$ cat config.mk
export PLATFORM = sky130hd
export DESIGN_NAME = multdiv_issue
export DESIGN_NICKNAME = d
export VERILOG_FILES = /design/src/rtl/multdiv_issue_pkg.sv /design/src/rtl/md_wait_counter.sv /design/src/rtl/multdiv_issue.sv
export SDC_FILE = /design/constraint.sdc
export NUM_CORES = 1
export LEC_CHECK = 0
export ABC_CLOCK_PERIOD_IN_PS = 2290
export CORE_UTILIZATION = 30
export CTS_BUF_LIST = sky130_fd_sc_hd__clkbuf_2 sky130_fd_sc_hd__clkbuf_4 sky130_fd_sc_hd__clkbuf_8
export DETAILED_ROUTE_END_ITERATION = 10
export GPL_TIMING_DRIVEN = 0
export HOLD_SLACK_MARGIN = 0.03
export MAX_ROUTING_LAYER = met4
export PLACE_DENSITY_LB_ADDON = 0.05
export RECOVER_POWER = 100
export SETUP_SLACK_MARGIN = 0.15
export SKIP_LAST_GASP = 1
export SLEW_MARGIN = 0
export SYNTH_ARGS = -nofsm -noshare
export SYNTH_HDL_FRONTEND = slang
export SYNTH_HIERARCHICAL = 1
export SYNTH_SLANG_ARGS = --single-unit
$ cat constraint.sdc
create_clock -name clock -period 2.29 [get_ports clock]
set_input_delay 0.458 -clock clock [delete_from_list [all_inputs] [get_ports clock]]
set_output_delay 0.458 -clock clock [all_outputs]
set_load 0.01 [all_outputs]
$ cat src/rtl/multdiv_issue_pkg.sv
// Shared types and defaults for the mult/div issue block.
// Holds the FSM state encoding, exception codes and status index.
package multdiv_issue_pkg;

  typedef enum logic [1:0] {
    ST_IDLE  = 2'd0,
    ST_ISSUE = 2'd1,
    ST_WAIT  = 2'd2,
    ST_DONE  = 2'd3
  } md_state_e;

  localparam int STATUS_REG_DEF = 30;
  localparam int MULT_EXC_DEF   = 4;
  localparam int DIV_EXC_DEF    = 5;
  localparam int TIMEOUT_DEF    = 64;

  function automatic int cnt_width(input int n);
    return (n > 2) ? $clog2(n) : 1;
  endfunction

endpackage

$ cat src/rtl/md_wait_counter.sv
// Wait-cycle counter for the mult/div issue FSM.
// Ports: clock, reset, clear, en -> count, tc (count == TIMEOUT-1).
module md_wait_counter
  import multdiv_issue_pkg::*;
#(
  parameter int TIMEOUT = TIMEOUT_DEF,
  parameter int CW      = cnt_width(TIMEOUT)
) (
  input  logic          clock,
  input  logic          reset,
  input  logic          clear,
  input  logic          en,
  output logic [CW-1:0] count,
  output logic          tc
);

  always_ff @(posedge clock) begin
    if (reset || clear) begin
      count <= '0;
    end else if (en) begin
      count <= count + 1'b1;
    end
  end

  assign tc = (count == CW'(TIMEOUT - 1));

endmodule

$ cat src/rtl/multdiv_issue.sv
// Issues one mult/div op to the unit, stalls until done, writes back.
// Ports: exec-stage start/flush/operands/rd, unit ctrl/operands/result, stall, wb_*, busy.
module multdiv_issue
  import multdiv_issue_pkg::*;
#(
  parameter int STATUS_REG    = STATUS_REG_DEF,
  parameter int MULT_EXC_CODE = MULT_EXC_DEF,
  parameter int DIV_EXC_CODE  = DIV_EXC_DEF,
  parameter int TIMEOUT       = TIMEOUT_DEF
) (
  input  logic        clock,
  input  logic        reset,
  input  logic        start_mult,
  input  logic        start_div,
  input  logic        flush,
  input  logic [31:0] operandA,
  input  logic [31:0] operandB,
  input  logic [4:0]  rd,
  output logic        ctrl_MULT,
  output logic        ctrl_DIV,
  output logic [31:0] md_operandA,
  output logic [31:0] md_operandB,
  input  logic [31:0] md_result,
  input  logic        md_exception,
  input  logic        md_resultRDY,
  output logic        stall,
  output logic        wb_valid,
  output logic [4:0]  wb_reg,
  output logic [31:0] wb_data,
  output logic        busy
);

  localparam int CW = cnt_width(TIMEOUT);
  localparam logic [4:0]  STATUS_W = 5'(STATUS_REG);
  localparam logic [31:0] MULT_W   = 32'(MULT_EXC_CODE);
  localparam logic [31:0] DIV_W    = 32'(DIV_EXC_CODE);

  md_state_e     state;
  logic          is_mult_q;
  logic [4:0]    rd_q;
  logic          wb_en_q;
  logic [CW-1:0] count;
  logic          tc;
  logic          go;
  logic          rdy_ok;
  logic          finish;
  logic          exc;

  assign go = start_mult | start_div;

  // First WAIT cycle may still see the previous op's ready flag.
  assign rdy_ok = md_resultRDY && (count != '0);
  assign finish = rdy_ok || tc;
  assign exc    = rdy_ok ? md_exception : 1'b1;

  md_wait_counter #(
    .TIMEOUT (TIMEOUT),
    .CW      (CW)
  ) u_cnt (
    .clock (clock),
    .reset (reset),
    .clear (state != ST_WAIT),
    .en    (state == ST_WAIT),
    .count (count),
    .tc    (tc)
  );

  always_ff @(posedge clock) begin
    if (reset) begin
      state       <= ST_IDLE;
      is_mult_q   <= 1'b0;
      rd_q        <= '0;
      md_operandA <= '0;
      md_operandB <= '0;
      wb_en_q     <= 1'b0;
      wb_reg      <= '0;
      wb_data     <= '0;
    end else begin
      unique case (state)
        ST_IDLE: begin
          if (go && !flush) begin
            md_operandA <= operandA;
            md_operandB <= operandB;
            rd_q        <= rd;
            is_mult_q   <= start_mult;
            state       <= ST_ISSUE;
          end
        end
        ST_ISSUE: begin
          state <= flush ? ST_IDLE : ST_WAIT;
        end
        ST_WAIT: begin
          if (flush) begin
            state <= ST_IDLE;
          end else if (finish) begin
            state <= ST_DONE;
            if (exc) begin
              wb_reg  <= STATUS_W;
              wb_data <= is_mult_q ? MULT_W : DIV_W;
              wb_en_q <= 1'b1;
            end else begin
              wb_reg  <= rd_q;
              wb_data <= md_result;
              wb_en_q <= (rd_q != '0);
            end
          end
        end
        ST_DONE: begin
          state <= ST_IDLE;
        end
      endcase
    end
  end

  assign ctrl_MULT = (state == ST_ISSUE) && is_mult_q;
  assign ctrl_DIV  = (state == ST_ISSUE) && !is_mult_q;
  assign busy      = (state != ST_IDLE);
  assign wb_valid  = (state == ST_DONE) && wb_en_q && !flush;
  assign stall     = ((state == ST_IDLE) && go)
                   || (state == ST_ISSUE)
                   || (state == ST_WAIT);

endmodule

==> flow_summary.toml, run 1 <==
[synthesis]
ys.flop_type = "dfxtp_1"
yosysWarnings = 6
synth_cells = 458
synth_top_area_frac = 0.5688
ys_ff_latch = 116
synthDistinctLibCells = 37
yosysMostFrequentCell = "nand2_1"
synth_common_cells = "143 x nand2_1, 116 x dfxtp_1, 72 x a21oi_1"
synth_area_leaders = "dfxtp_1 57%, nand2_1 13%, a21oi_1 8.8%"
synth_edf_count = 0
yosysTopAreaCell = "dfxtp_1"
ys_seq_area_frac = 0.5688
syn_area_mm2 = 0.004083
syn_area_per_cell_um2 = 8.914
syn_nets = 567
async_flop_share = 0

[clock_tree]
cts_sinks = 116
cts_tree = "built"
clk_pin_slew_worst_paths_ps = 60
hold_buffers = 0
cts_root_buffer = "clkbuf_8"
clk_latency_ps = 430
cts.htree.levels = 4
cts_max_path_buffers = 2
cts_made_buffers = 17

[drt]
routedWlPerCell_um = 13.77
totalWireLength_mm = 12.09
drtPass1Iterations = 5
route.detailed.drc = 0
avgViaCountPerCell = 4.484
drt_first_iter_violations = 164
vias = 3937
ant_nets = 0

[global_route]
overflow = 0
grt_pass1_wl_mm = 19.90
grt_max_degree = 17
antenna_found_initial = 0
grt_pass1_vias = 3923
grt_use_total = 0.1872

[floorplanning]
start_util = 0.3083
row_count = 42
die_area_mm2 = 0.01408
die_h_um = 118.7
fp.dieW_um = 118.7
core_mm2 = 0.01324
pin_count = 214

[timing]
slew_headroom = 0.6334
min_period_over_period = 0.9370
max_freq_ghz = 0.4660
holdWs_ps = 451.7
layout_min_cycle_time_ps = 2146
hold_viol_final = 0
worstMarginPinSlew_ps = 550.0
finalSetupViolCount = 0
slew_violations = 0
rsz0062_at_grt = "yes"
finalClockSkew_ps = 9.392
layout_setup_ws_ps = 144.2
final.setup.tns_ps = 0

[placed_design]
pre_cts_ws_ps = -356.0
hpwl_mm = 8.920
gp_congestion = 0.7252
numPortBuffers = 213

[power_and_ir_drop]
leakage_nw = 2.853
switchingPower_w = 0.001052
pwr-share-comb = 0.128
p_int_w = 0.003471
powerDensity_mw_per_mm2 = 661.1
switching_share = 0.2325
p_clk_frac = 0.400
pwr-share-seq = 0.472
peakVddDrop_uv = 540.5

[layout]
largestRegisters = "md_operandA: 32 flops, md_operandB: 32 flops, wb_data: 32 flops"
area.growth.synth_to_final_pct = 67.58
n_antenna_cell = 0
nNetsFinal = 799
drive_gt1_frac = 0.08832

[outcome]
outcome = "complete, no violations"

[worst_setup_path]
start_kind = "flip-flop"
worstPathRequired_ps = 1830
crit_arrival_ps = 1690
crit_type = "flip-flop to primary output"
critPathMaxFanout = 7
cp-end-kind = "primary output"

[flow_run]
cap_violations = 0

[worst_hold_path]
holdCritPathClass = "flip-flop to flip-flop"
worst paths after layout:
kind | start | to | slack [ps] | cells past startpoint
setup / recovery | state[1]$_SDFFE_PP0P_ | ctrl_MULT | 140 | 3
hold / removal | md_operandB[28]$_SDFFE_PP0P_ | md_operandB[28]$_SDFFE_PP0P_ | 450 | 2
setup reg to reg | u_cnt/count[2]$_SDFFE_PP0P_ | wb_data[25]$_SDFFE_PP0P_ | 260 | 5
hold reg to reg | md_operandB[28]$_SDFFE_PP0P_ | md_operandB[28]$_SDFFE_PP0P_ | 450 | 2
per-layer routing:
| layer | global-route usage | part of all wire |
|---|---|---|
| met5 | - | 0 |
| met4 | 0.07437 | 0.017 |
| met3 | 0.04826 | 0.051 |
| met2 | 0.2917 | 0.48 |
| met1 | 0.2308 | 0.46 |
layout make-up:
class,instances,area (um2)
flip-flops and latches,116,2323
clock inverters,4,45.04
clock buffers,27,340.3
multi-input cells,306,1602
fillers,1285,6401
plain buffers,33,171.4
well taps,176,220.2
inverters,3,11.26
repair buffers,213,2128
power by group through the flow:
stage          Sequential, W  Clock [W]  Combinational (W)
2_1_floorplan        0.00221          0           0.000188
3_3_place_gp         0.00218          0           0.000602
3_5_place_dp         0.00218          0           0.000608
4_1_cts              0.00214    0.00188           0.000609
5_1_grt              0.00214    0.00198           0.000641
6_report             0.00213    0.00181           0.000580
metrics by stage:
stage          instance area, um2  total power (W)  std cells  utilization
4_1_cts                      6818         0.004623        878       0.5148
5_1_grt                      6842         0.004762        878       0.5166
3_3_place_gp                 6435         0.002778        847       0.4859
3_5_place_dp                 6435         0.002788        847       0.4859
6_report                     6842         0.004523        878       0.5166
2_1_floorplan                4083         0.002395        458            -
cells by family after synthesis:
| logic type | Yosys count | share of synthesized area |
|---|---|---|
| AND/OR/NAND/NOR | 183 | 0.1891 |
| multiplexers | 2 | 0.004904 |
| flip-flops | 116 | 0.5688 |
| adder cells (fa/ha/maj) | 1 | 0.003064 |
| buffers and inverters | 36 | 0.04413 |
| XOR/XNOR | 4 | 0.008583 |
| AO/OA/AOI/OAI | 116 | 0.1814 |
worst max-delay path: stages, from the launching register on:
cell,delay [ps]
dfxtp_1,350
nand2b_1,190
nor2_1,100
dlygate4sd3_1,630
cells in the final DEF (no fill, tap or decap), types with 2 or more instances in the layout:
master / netlist / routed
mux2i_1: 2 / 2
nand2_1: 143 / 143
clkinv_2: 0 / 3
or3_1: 2 / 2
a21oi_1: 72 / 72
a22o_2: 14 / 14
or4_1: 1 / 2
o21ai_0: 3 / 3
dfxtp_1: 116 / 115
inv_1: 3 / 3
o22ai_1: 4 / 4
dlygate4sd2_1: 0 / 3
nor3_1: 3 / 2
nor2_1: 18 / 18
buf_8: 3 / 3
or2_2: 3 / 3
clkdlybuf4s50_1: 0 / 107
a22o_1: 17 / 17
nor2b_1: 2 / 2
clkbuf_2: 0 / 2
clkbuf_8: 0 / 22
a211oi_1: 3 / 3
clkbuf_1: 28 / 26
xor2_1: 3 / 3
clkbuf_4: 0 / 5
dlygate4sd3_1: 0 / 103
repair_timing:
| item | in CTS | in global routing |
|---|---|---|
| resized for setup | 4 | 12 |
| setup buffers | 0 | 0 |
| endpoints found under the setup margin | 35 | 76 |
No activity file was read; power rests on OpenSTA's default activity.
==> inputs of run 2 (changes only) <==
- CTS_CLUSTER_SIZE: default -> 14
==> results of run 2 <==
No change in the layout: final DEF, timing and power equal those of run 1.
==> inputs of run 3 (changes only) <==
- CELL_PAD_IN_SITES_DETAIL_PLACEMENT: default -> 0
- CELL_PAD_IN_SITES_GLOBAL_PLACEMENT: default -> 1
- CORE_UTILIZATION: 30 -> 28
- CTS_BUF_LIST: sky130_fd_sc_hd__clkbuf_2 sky130_fd_sc_hd__clkbuf_4 sky130_fd_sc_hd__clkbuf_8 -> default
==> flow_summary.toml, run 3 (synthesized netlist as in run 1, its figures left out) <==
[layout]
multi_input_area_mm2 = 0.001580
fill_cells = 1294
n_antenna_cell = 0
nNetsFinal = 799
fin_area_mm2 = 0.007109
area.growth.synth_to_final_pct = 74.13
fin_cells = 883
ff_latch_area_mm2 = 0.002325
largestRegisters = "md_operandA: 32 flops, md_operandB: 32 flops, wb_data: 32 flops"
layout_commonest_cell = "nand2_1"
fin_util = 0.5063
mostFrequentLayoutCells = "143 x nand2_1, 114 x dfxtp_1, 107 x clkdlybuf4s50_1"
drive_gt1_frac = 0.09104

[timing]
worstMarginPinSlew_ps = 605.3
layout_min_cycle_time_ps = 2109
min_period_over_period = 0.9208
hold_viol_final = 0
rsz0062_at_grt = "yes"
max_freq_ghz = 0.4742
slew_headroom = 0.5943
slew_violations = 0
finalSetupViolCount = 0
final.setup.tns_ps = 0
finalClockSkew_ps = 7.026

[floorplanning]
core_mm2 = 0.01404
start_util = 0.2907
fp.dieW_um = 122.8
pin_count = 214
die_h_um = 122.8
row_count = 43
die_area_mm2 = 0.01507

[clock_tree]
cts.htree.levels = 4
cts_resized = 6
clk_latency_ps = 410
cts_root_buffer = "clkbuf_16"
cts_setup_buffers = 0
hold_buffers = 0
cts_made_buffers = 17
cts_max_path_buffers = 2
cts_tree = "built"
clk_pin_slew_worst_paths_ps = 50
cts_sinks = 116

[drt]
totalWireLength_mm = 12.50
avgViaCountPerCell = 4.438
vias = 3919
drt_first_iter_violations = 135
route.detailed.drc = 0
routedWlPerCell_um = 14.16
drtPass1Iterations = 4
ant_nets = 0

[worst_setup_path]
crit_chain = "nand2b_1 > nor2_1 > dlygate4sd3_1"
cp-endpoint = "ctrl_DIV"
critical_path_cell_count = 3
crit_arrival_ps = 1650
start_kind = "flip-flop"
slowest_stage = "dlygate4sd3_1"
worst-path-buf-inv = 1
max_stage_delay_ps = 630
worstPathRequired_ps = 1830
r2r-start = "u_cnt/count[3]$_SDFFE_PP0P_"
critPathMaxFanout = 7
rr_endpoint = "wb_data[5]$_SDFFE_PP0P_"
crit_start = "state[1]$_SDFFE_PP0P_"
cp_top_family = "buffers and inverters"
crit_type = "flip-flop to primary output"
r2r.worst_path.cells = 5
ff2ff_setup_slack_ps = 210
cp-end-kind = "primary output"

[global_route]
grt_pass1_vias = 3704
grt_pass1_wl_mm = 18.57
grt_max_degree = 17
overflow = 0
grt_use_total = 0.1694
antenna_found_initial = 0

[power_and_ir_drop]
leakage_nw = 2.973
p_clk_frac = 0.518
p_int_w = 0.004444
powerDensity_mw_per_mm2 = 792.6
switchingPower_w = 0.001191
peakVddDrop_uv = 488.1
switching_share = 0.2114
pwr-share-comb = 0.103
pwr-share-seq = 0.379

[placed_design]
hpwl_mm = 9.248
place_area_mm2 = 0.006440
gp_congestion = 0.7414
dp_cells = 851
numPortBuffers = 213

[worst_hold_path]
holdCritPathClass = "flip-flop to flip-flop"
holdPathStages = 2

[flow_run]
cap_violations = 0

[outcome]
outcome = "complete, no violations"
-- run 3: cell types whose count changed in the layout (fill, tap and decap cells not counted), sizes merged --
| cell | delta |
|---|---|
| clkinvlp | +2 |
| clkinv | -2 |
| clkbuf | -3 |
| buf | +1 |
| bufinv | +3 |
-- run 3: final cells by class --
| cell class | instances | share of cell area |
|---|---|---|
| plain buffers | 33 | 0.02446 |
| clock buffers | 25 | 0.07392 |
| clock inverters | 7 | 0.01971 |
| inverters | 3 | 0.001584 |
| multi-input cells | 306 | 0.2223 |
| flip-flops and latches | 116 | 0.3270 |
| well taps | 180 | 0.03168 |
| repair buffers | 213 | 0.2994 |
-- run 3: worst min-delay path by stage --
stage / slack, ps / to / startpoint
finish: 450 / md_operandB[29]$_SDFFE_PP0P_ / md_operandB[29]$_SDFFE_PP0P_
floorplan: 440 / rd_q[3]$_SDFFE_PP0P_ / rd_q[3]$_SDFFE_PP0P_
detailed placement: 450 / md_operandA[1]$_SDFFE_PP0P_ / md_operandA[1]$_SDFFE_PP0P_
global route: 470 / md_operandA[23]$_SDFFE_PP0P_ / md_operandA[23]$_SDFFE_PP0P_
global placement: 440 / md_operandA[24]$_SDFFE_PP0P_ / md_operandA[24]$_SDFFE_PP0P_
CTS: 450 / md_operandB[23]$_SDFFE_PP0P_ / md_operandB[23]$_SDFFE_PP0P_
-- run 3: worst register-to-register path, delay by kind of cell (launching register included) --
kind | cells | cell delay (ps)
AOI/OAI and AO/OA | 2 | 610
buffers and inverters | 1 | 260
DFF | 1 | 350
and+or+nand+nor | 2 | 750
-- run 3: power groups by stage --
stage                     sequential [W]  clock (W)  combinational, W
final                            0.00214    0.00292          0.000580
after global routing             0.00214    0.00308          0.000633
after global placement           0.00218          0          0.000604
after CTS                        0.00214    0.00299          0.000611
after detailed placement         0.00218          0          0.000609
after floorplan                  0.00221          0          0.000188
-- run 3: stage by stage --
stage / total power, W / worst slack (ps) / hold WS (ps)
6_report: 0.005635 / 181.4 / 449.2
5_1_grt: 0.005857 / 65.23 / 465.9
4_1_cts: 0.005741 / 159.2 / 453.5
3_5_place_dp: 0.002789 / -374.7 / 448.8
3_3_place_gp: 0.002781 / -332.4 / 441.4
2_1_floorplan: 0.002395 / 534.7 / 436.7
-- run 3: layer usage --
layer / track usage / vias up / part of all wire
met1: 0.1925 / 1767 / 0.41
met4: 0.05564 / 0 / 0.012
met5: - / - / 0
li1: - / 2010 / -
met2: 0.2686 / 128 / 0.50
met3: 0.07017 / 14 / 0.077
